**src/rtl/rr_sel_arbiter.sv**
```systemverilog
// rr_sel_arbiter: N-way round-robin burst arbiter driving the select of a shared muxN.
// A grant is registered one cycle after a request and then held for the whole burst.
// The burst ends on Last, on the beat limit, or when the owner withdraws its request.
// Each burst is followed by exactly one IDLE bubble cycle.
module rr_sel_arbiter #(
   parameter  int N        = 4,
   parameter  int MAXBEATS = 8,
   localparam int SELW     = $clog2(N),
   localparam int CW       = ($clog2(MAXBEATS + 1) < 1) ? 1 : $clog2(MAXBEATS + 1)
) (
   input  logic            clk,
   input  logic            resetn,
   input  logic [N-1:0]    Req,
   input  logic [N-1:0]    Last,
   input  logic            Ready,
   output logic [N-1:0]    Gnt,
   output logic [SELW-1:0] Sel,
   output logic            Valid,
   output logic [CW-1:0]   BeatCount,
   output logic            Timeout
);

   localparam logic [0:0] ST_IDLE = 1'b0;
   localparam logic [0:0] ST_BUSY = 1'b1;

   // Count value on which the final permitted beat transfers (unused when the limit is off).
   localparam logic [CW-1:0]   BEAT_LIMIT = (MAXBEATS == 0) ? CW'(0) : CW'(MAXBEATS - 1);
   localparam logic [CW-1:0]   CNT_ONE    = CW'(1);
   localparam logic [SELW-1:0] PTR_RESET  = SELW'(N - 1);
   localparam bit              LIMIT_ON   = (MAXBEATS != 0);

   logic [0:0]      state_q, state_d;
   logic [N-1:0]    gnt_q, gnt_d;
   logic [SELW-1:0] sel_q, sel_d;
   logic [SELW-1:0] ptr_q, ptr_d;
   logic [CW-1:0]   cnt_q, cnt_d;
   logic            timeout_q, timeout_d;

   logic            busy_s;
   logic            valid_s;
   logic            xfer_s;
   logic            found_s;
   logic [SELW-1:0] win_s;

   assign busy_s  = (state_q == ST_BUSY);
   // Valid is forced low while reset is asserted so no beat is ever offered during reset.
   assign valid_s = resetn & busy_s & Req[sel_q];
   assign xfer_s  = valid_s & Ready;

   // Round-robin search starting just after the pointer; first set request bit wins.
   always_comb begin
      int              idx;
      logic [SELW-1:0] cand;
      found_s = 1'b0;
      win_s   = ptr_q;
      idx     = 0;
      cand    = ptr_q;
      for (int i = 1; i <= N; i++) begin
         idx = int'(ptr_q) + i;
         if (idx >= N) begin
            idx = idx - N;
         end else begin
            idx = idx;
         end
         cand = SELW'(idx);
         if (!found_s && Req[cand]) begin
            found_s = 1'b1;
            win_s   = cand;
         end else begin
            found_s = found_s;
         end
      end
   end

   // Next-state logic for the IDLE/BUSY burst FSM and its datapath registers.
   always_comb begin
      state_d   = state_q;
      gnt_d     = gnt_q;
      sel_d     = sel_q;
      ptr_d     = ptr_q;
      cnt_d     = cnt_q;
      timeout_d = 1'b0;
      case (state_q)
         ST_IDLE: begin
            if (found_s) begin
               state_d        = ST_BUSY;
               gnt_d          = {N{1'b0}};
               gnt_d[win_s]   = 1'b1;
               sel_d          = win_s;
               cnt_d          = {CW{1'b0}};
            end else begin
               gnt_d          = {N{1'b0}};
            end
         end
         ST_BUSY: begin
            if (!Req[sel_q]) begin
               // Owner withdrew: release without waiting for a beat.
               state_d = ST_IDLE;
               gnt_d   = {N{1'b0}};
               cnt_d   = {CW{1'b0}};
               ptr_d   = sel_q;
            end else if (xfer_s && Last[sel_q]) begin
               // Last takes priority over a coincident beat limit, so no Timeout here.
               state_d = ST_IDLE;
               gnt_d   = {N{1'b0}};
               cnt_d   = {CW{1'b0}};
               ptr_d   = sel_q;
            end else if (xfer_s && LIMIT_ON && (cnt_q == BEAT_LIMIT)) begin
               state_d   = ST_IDLE;
               gnt_d     = {N{1'b0}};
               cnt_d     = {CW{1'b0}};
               ptr_d     = sel_q;
               timeout_d = 1'b1;
            end else if (xfer_s) begin
               cnt_d = cnt_q + CNT_ONE;
            end else begin
               cnt_d = cnt_q;
            end
         end
         default: begin
            state_d = ST_IDLE;
            gnt_d   = {N{1'b0}};
            cnt_d   = {CW{1'b0}};
         end
      endcase
   end

   // State registers with synchronous active-low reset; reset aborts any burst outright.
   always_ff @(posedge clk) begin
      if (!resetn) begin
         state_q   <= ST_IDLE;
         gnt_q     <= {N{1'b0}};
         sel_q     <= {SELW{1'b0}};
         ptr_q     <= PTR_RESET;
         cnt_q     <= {CW{1'b0}};
         timeout_q <= 1'b0;
      end else begin
         state_q   <= state_d;
         gnt_q     <= gnt_d;
         sel_q     <= sel_d;
         ptr_q     <= ptr_d;
         cnt_q     <= cnt_d;
         timeout_q <= timeout_d;
      end
   end

   assign Gnt       = gnt_q;
   assign Sel       = sel_q;
   assign Valid     = valid_s;
   assign BeatCount = cnt_q;
   assign Timeout   = timeout_q;

endmodule

```
**config.mk**
```make
export PLATFORM = sky130hd
export DESIGN_NAME = rr_sel_arbiter
export DESIGN_NICKNAME = d
export VERILOG_FILES = /design/src/rtl/rr_sel_arbiter.sv
export SDC_FILE = /design/constraint.sdc
export NUM_CORES = 1
export LEC_CHECK = 0
export BUFFER_PORTS_ARGS = -buffer_cell sky130_fd_sc_hd__buf_2
export CORE_MARGIN = 2
export CORE_UTILIZATION = 45
export CTS_CLUSTER_DIAMETER = 120
export CTS_CLUSTER_SIZE = 30
export DETAILED_ROUTE_END_ITERATION = 8
export GPL_ROUTABILITY_DRIVEN = 0
export PLACE_DENSITY = 0.81
export SYNTH_ARGS = -nofsm -noshare
export SYNTH_HDL_FRONTEND = slang
export SYNTH_SLANG_ARGS = --single-unit
```
**constraint.sdc**
```tcl
create_clock -name clk -period 1.6 [get_ports clk]
set_clock_uncertainty 0.05 [all_clocks]
set_input_delay 0.32 -clock clk [delete_from_list [all_inputs] [get_ports clk]]
set_output_delay 0.32 -clock clk [all_outputs]
set_load 0.03 [all_outputs]
```
==> results of run 1 <==
worst max-delay path, cell delays in order (launching register included):
cell                      delay [ps]
sky130_fd_sc_hd__dfxtp_4         400
sky130_fd_sc_hd__mux2i_4         270
sky130_fd_sc_hd__o22ai_4         100
sky130_fd_sc_hd__nand2_2          80
sky130_fd_sc_hd__inv_2            40
sky130_fd_sc_hd__buf_6           120
synth_stat cells, types with 4 or more instances:
library cell | count | share of area (%)
sky130_fd_sc_hd__dfxtp_1 | 14 | 33
sky130_fd_sc_hd__inv_1 | 7 | 3.1
sky130_fd_sc_hd__mux2i_1 | 6 | 7.0
sky130_fd_sc_hd__nand2_1 | 10 | 4.4
sky130_fd_sc_hd__nand3_1 | 4 | 2.3
sky130_fd_sc_hd__nor2_1 | 9 | 3.9
area by class of cell:
cell class,count,area (um^2),area share [%]
sequential,14,291.5,22.87
timing repair buffer,40,259.0,20.31
tap,25,31.28,2.453
multi-input combinational,70,626.9,49.17
inverter,8,30.03,2.355
clock buffer,4,36.28,2.846
worst paths after layout:
kind	start	to	slack, ps	cells past startpoint
setup reg to reg	Sel[0]	Gnt[0]	-60	6
hold reg to reg	Gnt[3]	Gnt[3]	420	1
hold / removal	resetn	ptr_q[0]	360	3
setup / recovery	Sel[0]	Valid	-70	5
state kept, by name, summed over array words and instances, names as in the netlist:
register	count
BeatCount	4
Gnt	4
Sel	2
ptr_q	2
Timeout	1
busy_s	1
timing repair:
item                                    4_1_cts  5_1_grt
setup buffers                                 7        0
pin swaps                                     6        7
resized for setup                            17        2
endpoints found under the setup margin        6       11
metrics by stage:
step	hold WS, ps	utilization, %	area [um^2]	worst slack (ps)	power, uW
detailed placement	409.5	61.84	1091	-113.2	760.6
finish	363.1	72.27	1275	-68.98	1098
global placement	400.7	61.84	1091	-90.91	747.5
global route	354.7	72.27	1275	-143.3	1153
floorplan	441.8	-	883.3	-1.634	655.1
CTS	356.4	72.06	1271	-71.14	1094
cells by family (layout without fill, tap and decap cells):
group	Yosys count	after routing	synth area share [%]
adder cells (fa/ha/maj)	1	1	1.455
AO/OA/AOI/OAI	21	21	22.71
flip-flops	14	14	32.61
AND/OR/NAND/NOR	39	39	25.77
buffers and inverters	11	52	6.259
multiplexers	9	9	11.21
report_power, final:
group          total [uW]  internal [uW]  switching, uW
Clock                 259            139            121
Sequential            418            381           36.8
Combinational         421            204            216
Total                1100            724            374
layer usage:
metal	up-vias	part of all wire (%)
li1	425	-
met1	398	40
met2	23	55
met3	2	4.8
met4	0	0.26
met5	-	0
==> impl_metrics.csv, run 1 <==
group,metric,value,unit
route,drt-total-wl,2278,um
clock_network,clk_path_buf_depth,2,
pwr,power.leakage,0.0005983,uW
clock_network,path_clk_slew,80,ps
timing,fmax,599.2,MHz
timing,finalSetupTns,-454.1,ps
global_route,grtUsageMet3,6.792,%
timing,finalMaxSlewViolations,0,
global_route,grt_use_met2,42.67,%
finish,count_of_fill_cells_added_during_filler_insertion,149,
route,wire_per_inst,14.15,um
job,drv.max_cap_violation_count,0,
place,hpwl,1588,um
place,dp.cells,151,
route,drt-vias-per-instance,5.267,
timing,finalWorstPathRequiredPeriod,1669,ps
global_route,globalRoute.busiestLayer,"met2",
clock_network,clock_sinks,14,
worst_setup_path,critPathCaptureType,"output pin",
global_route,number_of_global_route_vias_before_repair,802,
global_route,grt_pass1_wl,3484,um
timing,setup_slack,-68.98,ps
worst_setup_path,timing.setup.critical_path_class,"register to output pin",
route,vias,848,
die,placement_row_count,15,
outcome,outcome,"finished with violations",
synthesis,syn_area_per_cell,9.048,um^2
synthesis,netlist_area,859.6,um^2
synthesis,ys_async_sr_fraction,0,%
finish,finalNetCount,149,
finish,share_of_layout_cells_above_drive_strength_1,55.15,%
die,die_h,47.71,um
timing,setup_viol,9,
synthesis,number_of_enable_flip_flop_cells_after_synthesis,0,
clock_network,cts_made_buffers,3,
synthesis,number_of_flip_flops_and_latches_in_the_synthesized_netlist,14,
worst_setup_path,worstPathMaxFanout,3,
global_route,grt_overflow,0,
timing,setup_repair_after_global_routing_missed_its_margin,"yes",
die,ioPinCount,23,
finish,layoutNonFillerInstCount,161,
route,remaining_drc_errors,0,
synthesis,synth_seq_area_share,32.61,%
global_route,gr-usage-all-layers,22.21,%
clock_network,tritoncts,"built",
route,number_of_nets_still_failing_antenna_checks_after_routing,0,
timing,report.final.hold_viol_count,0,
worst_setup_path,start_kind,"register",
clock_network,cts_root_buf,"sky130_fd_sc_hd__clkbuf_4",
global_route,grt_max_degree,9,
die,design.core.area,1764,um^2
clock_network,cts.htree.levels,1,
pwr,cellPowerDensity,861.1,nW/um^2
synthesis,synth-main-ff-cell,"sky130_fd_sc_hd__dfxtp_1",
die,start_util,48.72,%
die,fp.dieArea,2276,um^2
finish,mostFrequentLayoutCell,"sky130_fd_sc_hd__buf_2",
pwr,ir_worst_vdd,0.6048,mV
outcome,failed_checks,"setup timing",
finish,area_growth_syn_to_layout,48.33,%
worst_setup_path,crit_arrival,1300,ps
worst_setup_path,cp_data_required_time,1230,ps
global_route,grt.met1_usage,23.62,%
synthesis,synth_nets,107,
synthesis,ys.warnings.count,0,
finish,mostFrequentLayoutCells,"sky130_fd_sc_hd__buf_2, sky130_fd_sc_hd__buf_4, sky130_fd_sc_hd__nand2_1",
route,dr.pass1.iters,4,
route,drtIter0Drc,18,
place,portBuffers,22,
die,fp.dieW,47.71,um
clock_network,cts-hold-fix-buffers,0,
timing,worstMarginPinSlew,385.5,ps
clock_network,worstSkewPairLatency,280,ps
timing,fin_crit_sh,104.3,%
timing,slew_headroom,74.14,%
synthesis,number_of_distinct_library_cell_variants_in_the_gate_level_netlist_after_synthesis,42,
finish,antenna_cells_inserted,0,
worst_hold_path,hold_path.class,"primary input to register",
global_route,antenna_violations_before_repair,0,
synthesis,synthesis.instances,95,
(Power assumes the default switching activity.)
==> run 2, diff against run 1 <==
==> config.mk (replaced) <==
export PLATFORM = sky130hd
export DESIGN_NAME = rr_sel_arbiter
export DESIGN_NICKNAME = d
export VERILOG_FILES = /design/src/rtl/rr_sel_arbiter.sv
export SDC_FILE = /design/constraint.sdc
export NUM_CORES = 1
export LEC_CHECK = 0
export ABC_AREA = 1
export BUFFER_PORTS_ARGS = -buffer_cell sky130_fd_sc_hd__buf_2
export CORE_MARGIN = 2
export CORE_UTILIZATION = 48
export CTS_CLUSTER_DIAMETER = 120
export CTS_CLUSTER_SIZE = 10
export DETAILED_ROUTE_END_ITERATION = 8
export GPL_ROUTABILITY_DRIVEN = 0
export PLACE_DENSITY = 0.83
export SYNTH_ARGS = -nofsm -noshare
export SYNTH_HDL_FRONTEND = slang
export SYNTH_SLANG_ARGS = --single-unit
==> impl_metrics.csv, run 2 <==
group,metric,value,unit
clock_network,clk_path_buf_depth,2,
synthesis,netlist_area,1061,um^2
route,vias,1218,
route,drtIter0Drc,31,
clock_network,cts.htree.levels,1,
timing,finalSetupTns,0,ps
outcome,outcome,"finished clean",
worst_setup_path,timing.critical_path.slowest_cell_delay,380,ps
place,portBuffers,22,
timing,holdWs,270.5,ps
route,top_signal_layer_used,"met4",
place,dp.cells,224,
global_route,grt_max_degree,9,
clock_network,cts_root_buf,"sky130_fd_sc_hd__clkbuf_4",
synthesis,synthDominantAreaCellType,"sky130_fd_sc_hd__dfxtp_1",
timing,fin_crit_sh,98.48,%
die,ioPinCount,23,
worst_setup_path,worstPathMaxFanout,8,
route,drt-vias-per-instance,5.227,
clock_network,tritoncts,"built",
finish,layoutNonFillerInstCount,233,
global_route,gr-usage-all-layers,22.46,%
synthesis,synth_top_cells_by_count,"sky130_fd_sc_hd__nand2_1, sky130_fd_sc_hd__nand3_1, sky130_fd_sc_hd__dfxtp_1",
timing,setup_repair_after_global_routing_missed_its_margin,"yes",
synthesis,yosys.area.top_type_share,26.42,%
route,drt-total-wl,2766,um
synthesis,synth-main-ff-cell,"sky130_fd_sc_hd__dfxtp_1",
global_route,number_of_global_route_vias_before_repair,1086,
route,dr_wl_met3,97,um
finish,mostFrequentLayoutCells,"sky130_fd_sc_hd__nand2_1, sky130_fd_sc_hd__buf_2, sky130_fd_sc_hd__nand2_2",
route,wire_per_inst,11.87,um
die,fp.dieArea,2603,um^2
timing,slew_headroom,75.00,%
worst_hold_path,timing.hold.worst.start,"resetn",
worst_setup_path,start_kind,"register",
worst_hold_path,timing.hold.worst_endpoint,"ptr_q[1]",
synthesis,post-synth-top-count-cell,"sky130_fd_sc_hd__nand2_1",
synthesis,synthesis.instances,166,
clock_network,clock_sinks,14,
synthesis,syn_area_per_cell,6.392,um^2
die,design.core.area,2148,um^2
timing,fmax,634.7,MHz
finish,mostFrequentLayoutCell,"sky130_fd_sc_hd__nand2_1",
global_route,grt_overflow,0,
timing,finalMaxSlewViolations,0,
finish,share_of_layout_cells_above_drive_strength_1,45.85,%
finish,count_of_fill_cells_added_during_filler_insertion,151,
synthesis,ys.warnings.count,0,
worst_setup_path,cp_data_required_time,1230,ps
route,remaining_drc_errors,0,
job,drv.max_cap_violation_count,0,
timing,report.final.hold_viol_count,0,
finish,finalNetCount,218,
timing,setup_viol,0,
route,dr.pass1.iters,5,
finish,area_growth_syn_to_layout,43.51,%
clock_network,worstSkewPairLatency,280,ps
synthesis,synth.area.top_cells,"sky130_fd_sc_hd__dfxtp_1, sky130_fd_sc_hd__nand2_1, sky130_fd_sc_hd__nand3_1, sky130_fd_sc_hd__nand2_2, sky130_fd_sc_hd__nand2_4",
worst_setup_path,worst_path_max_delay_cell,"sky130_fd_sc_hd__dfxtp_4",
timing,worstMarginPinSlew,373.4,ps
die,start_util,49.39,%
clock_network,cts_made_buffers,3,
die,placement_row_count,17,
pwr,cellPowerDensity,1980,nW/um^2
worst_setup_path,regToRegEndpoint,"BeatCount[3]",
die,fp.dieW,51.02,um
worst_setup_path,path_cells,"inv_4, nand2_2, nand3_2, nand2_4, nor2_4, buf_6",
synthesis,number_of_distinct_library_cell_variants_in_the_gate_level_netlist_after_synthesis,25,
pwr,ir_worst_vdd,1.283,mV
pwr,power.leakage,0.0007458,uW
synthesis,ys_async_sr_fraction,0,%
worst_setup_path,r2r_cells,12,
worst_setup_path,crit_arrival,1210,ps
worst_hold_path,worstHoldPathCells,2,
synthesis,synth_seq_area_share,26.42,%
synthesis,synth_nets,178,
worst_hold_path,hold_path.class,"primary input to register",
route,number_of_nets_still_failing_antenna_checks_after_routing,0,
route,routedLengthMet1,1123,um
worst_setup_path,critPathCaptureType,"output pin",
global_route,grt_pass1_wl,4533,um
global_route,antenna_violations_before_repair,0,
die,die_h,51.02,um
worst_setup_path,timing.rr.start,"ptr_q[0]",
synthesis,number_of_flip_flops_and_latches_in_the_synthesized_netlist,14,
worst_setup_path,timing.setup.critical_path_class,"register to output pin",
place,hpwl,2108,um
synthesis,number_of_enable_flip_flop_cells_after_synthesis,0,
timing,finalWorstPathRequiredPeriod,1576,ps
clock_network,path_clk_slew,80,ps
finish,antenna_cells_inserted,0,
route,detailroute.wirelength.met2,1511,um
worst_setup_path,regToRegSetupSlack,30,ps
## run 2: cells by family (layout without fill, tap and decap cells)
logic type	count (synthesis)	in the layout	share of synthesized area [%]
flops	14	14	26.42
fa+ha+maj	1	1	1.179
compound gates	15	15	7.430
simple gates	117	117	57.08
xor+xnor	1	1	0.8256
buf+inv	18	57	7.075
## run 2: worst max-delay path by stage
stage | start | to | slack, ps | cells past startpoint
after CTS | Sel[0] | Valid | 7 | 6
final | Sel[0] | Valid | 20 | 6
after global routing | ptr_q[0] | BeatCount[0] | -70 | 12
after global placement | ptr_q[0] | Sel[0] | 20 | 11
after detailed placement | ptr_q[0] | Sel[0] | -40 | 11
after floorplan | Sel[0] | ptr_q[1] | 20 | 10
## run 2: critical path: cells and delay by family, from the launching register on
kind,cells,cell delay (ps)
flops,1,380
simple gates,4,320
buf+inv,2,220
## run 2: metrics by stage
step	utilization (%)	instance area (um^2)	setup WS, ps	power (uW)
after floorplan	-	1076	24.68	1925
after global placement	59.46	1277	18.28	2272
after detailed placement	59.46	1277	-42.86	2325
after CTS	61.79	1328	6.531	2606
after global routing	70.88	1523	-69.11	3253
final	70.88	1523	24.37	3015
## run 2: area by class of cell
type                       count  area [um^2]  area share, %
sequential                    14        295.3          19.39
multi-input combinational    134        844.6          55.46
clock buffer                   4        36.28          2.383
inverter                      17        78.83          5.177
timing repair buffer          36        232.7          15.28
tap                           28        35.03          2.301
## run 2: timing repair
action | in CTS | in global routing
hold buffers | 0 | 0
resized for setup | 6 | 43
setup buffers | 0 | 5
endpoints found under the hold margin | 0 | 0
setup endpoints to repair | 9 | 13
pin swaps | 2 | 18
## run 2: report_power, final
part	switching (uW)	internal, uW	total (uW)	leakage (uW)
clock network	117	139	255	0.0000210
logic	1370	772	2140	0.000609
registers	139	484	623	0.000116
total	1620	1390	3010	0.000746
## run 2: layer usage
layer	GRT usage, %	vias to the layer above
met5	0	-
met4	7.658	0
met3	2.047	6
met2	41.99	24
met1	26.46	564
li1	-	624
==> run 3, diff against run 2 <==
--- a/config.mk
+++ b/config.mk
@@ -5,15 +5,16 @@
 export SDC_FILE = /design/constraint.sdc
 export NUM_CORES = 1
 export LEC_CHECK = 0
-export ABC_AREA = 1
+export ABC_AREA = 0
 export BUFFER_PORTS_ARGS = -buffer_cell sky130_fd_sc_hd__buf_2
 export CORE_MARGIN = 2
-export CORE_UTILIZATION = 48
+export CORE_UTILIZATION = 45
 export CTS_CLUSTER_DIAMETER = 120
 export CTS_CLUSTER_SIZE = 10
 export DETAILED_ROUTE_END_ITERATION = 8
 export GPL_ROUTABILITY_DRIVEN = 0
-export PLACE_DENSITY = 0.83
+export PLACE_DENSITY = 0.81
+export REMOVE_ABC_BUFFERS = 1
 export SYNTH_ARGS = -nofsm -noshare
 export SYNTH_HDL_FRONTEND = slang
 export SYNTH_SLANG_ARGS = --single-unit
==> impl_metrics.csv, run 3 (same netlist as run 1, synthesis figures left out) <==
group,metric,value,unit
die,start_util,48.72,%
worst_setup_path,timing.setup.critical_path_class,"register to output pin",
clock_network,path_clk_slew,90,ps
worst_setup_path,cp_data_required_time,1230,ps
route,number_of_nets_still_failing_antenna_checks_after_routing,0,
clock_network,clock_sinks,14,
global_route,antenna_violations_before_repair,0,
clock_network,cts_made_buffers,3,
finish,area_growth_syn_to_layout,51.96,%
finish,mostFrequentLayoutCell,"sky130_fd_sc_hd__buf_2",
global_route,grt_max_degree,9,
timing,setup_slack,-99.95,ps
timing,fin_crit_sh,106.2,%
global_route,number_of_global_route_vias_before_repair,876,
clock_network,clk_path_buf_depth,2,
finish,antenna_cells_inserted,0,
timing,finalMaxSlewViolations,0,
clock_network,cts.htree.levels,1,
die,design.core.area,1764,um^2
route,drtIter0Drc,10,
pwr,power.leakage,0.0006141,uW
global_route,grt_pass1_wl,3712,um
timing,worstMarginPinSlew,350.2,ps
pwr,cellPowerDensity,862.9,nW/um^2
route,drt-vias-per-instance,5.394,
finish,finalNetCount,153,
route,remaining_drc_errors,0,
route,wire_per_inst,15.48,um
pwr,finalPower,1127,uW
clock_network,tritoncts,"built",
worst_setup_path,worstPathMaxFanout,4,
worst_setup_path,crit_arrival,1330,ps
global_route,grt_overflow,0,
route,drt-total-wl,2555,um
timing,slew_headroom,76.65,%
clock_network,cts_root_buf,"sky130_fd_sc_hd__clkbuf_4",
route,vias,890,
finish,mostFrequentLayoutCells,"sky130_fd_sc_hd__buf_2, sky130_fd_sc_hd__buf_4, sky130_fd_sc_hd__dfxtp_1",
clock_network,cts-hold-fix-buffers,0,
die,placement_row_count,15,
place,hpwl,1638,um
outcome,failed_checks,"setup timing",
finish,share_of_layout_cells_above_drive_strength_1,56.43,%
place,placedInstanceArea,1105,um^2
worst_hold_path,hold_path.class,"primary input to register",
global_route,gr-usage-all-layers,23.94,%
finish,final_core_utilization,74.04,%
worst_setup_path,critPathCaptureType,"output pin",
die,die_h,47.71,um
timing,finalWorstPathRequiredPeriod,1700,ps
place,placement.setup.worst_slack,-138.8,ps
clock_network,worstSkewPairLatency,290,ps
timing,setup_viol,11,
timing,fmax,588.3,MHz
job,drv.max_cap_violation_count,0,
route,dr.pass1.iters,4,
worst_setup_path,start_kind,"register",
place,portBuffers,22,
outcome,outcome,"finished with violations",
timing,report.final.hold_viol_count,0,
finish,area_of_all_placed_cells_without_fillers,1306,um^2
timing,holdWs,377.5,ps
die,ioPinCount,23,
die,fp.dieW,47.71,um
die,fp.dieArea,2276,um^2
timing,setup_repair_after_global_routing_missed_its_margin,"yes",
pwr,ir_worst_vdd,0.6366,mV
[run 3: cell types whose count changed in the layout (fill, tap and decap cells not counted), sizes merged, moves of 3 or more]
cell,change
buf,+8
nand4,-7
inv,-8
nand3,-17
o21ai,-6
nor2,-4
nand2,-60
a21oi,-3
mux2i,+7
o22ai,+3
[run 3: final timing paths]
path | slack, ps | startpoint | depth (start not counted) | endpoint
setup / recovery | -100 | Sel[0] | 5 | Valid
setup reg to reg | -90 | Sel[0] | 6 | ptr_q[0]
hold reg to reg | 430 | Gnt[1] | 1 | Gnt[1]
hold / removal | 380 | resetn | 3 | ptr_q[0]
[run 3: worst max-delay path, cell delays in order (launching register included)]
cell and delay [ps]:
sky130_fd_sc_hd__dfxtp_4 410, sky130_fd_sc_hd__mux2i_4 280, sky130_fd_sc_hd__o22ai_4 100, sky130_fd_sc_hd__nand2_2 80
sky130_fd_sc_hd__inv_2 40, sky130_fd_sc_hd__buf_6 120
[run 3: what timing repair did]
item,in CTS,in global routing
cloned,0,0
endpoints found under the setup margin,12,12
setup buffers,4,1
gates resized for setup,16,11
pin swaps,5,4
[run 3: cell type report]
type                    count  area [um^2]
repair buffers             44        289.0
fillers                   134        457.9
multi-input cells          70        630.6
inverters                   8        30.03
clock buffers               4        36.28
flip-flops and latches     14        289.0
well taps                  25        31.28
[run 3: per-layer routing]
layer	up-vias	track usage (%)	routed length, um
met3	7	4.528	88
met5	-	0	0
met1	428	24.66	1025
li1	430	-	-
met4	0	9.189	44
met2	25	46.67	1396
[run 3: metrics by stage]
stage | instances | TNS [ps]
5_1_grt | 165 | -1285
3_3_place_gp | 156 | -703.9
6_report | 165 | -663.0
4_1_cts | 164 | -486.1
2_1_floorplan | 92 | -1425
3_5_place_dp | 156 | -1299
[run 3: report_power, final]
| group | total, uW | leakage [uW] | switching, uW | internal, uW |
|---|---|---|---|---|
| clock | 267 | 0.0000210 | 128 | 139 |
| sequential | 417 | 0.000116 | 36.5 | 380 |
| combinational | 444 | 0.000477 | 230 | 214 |
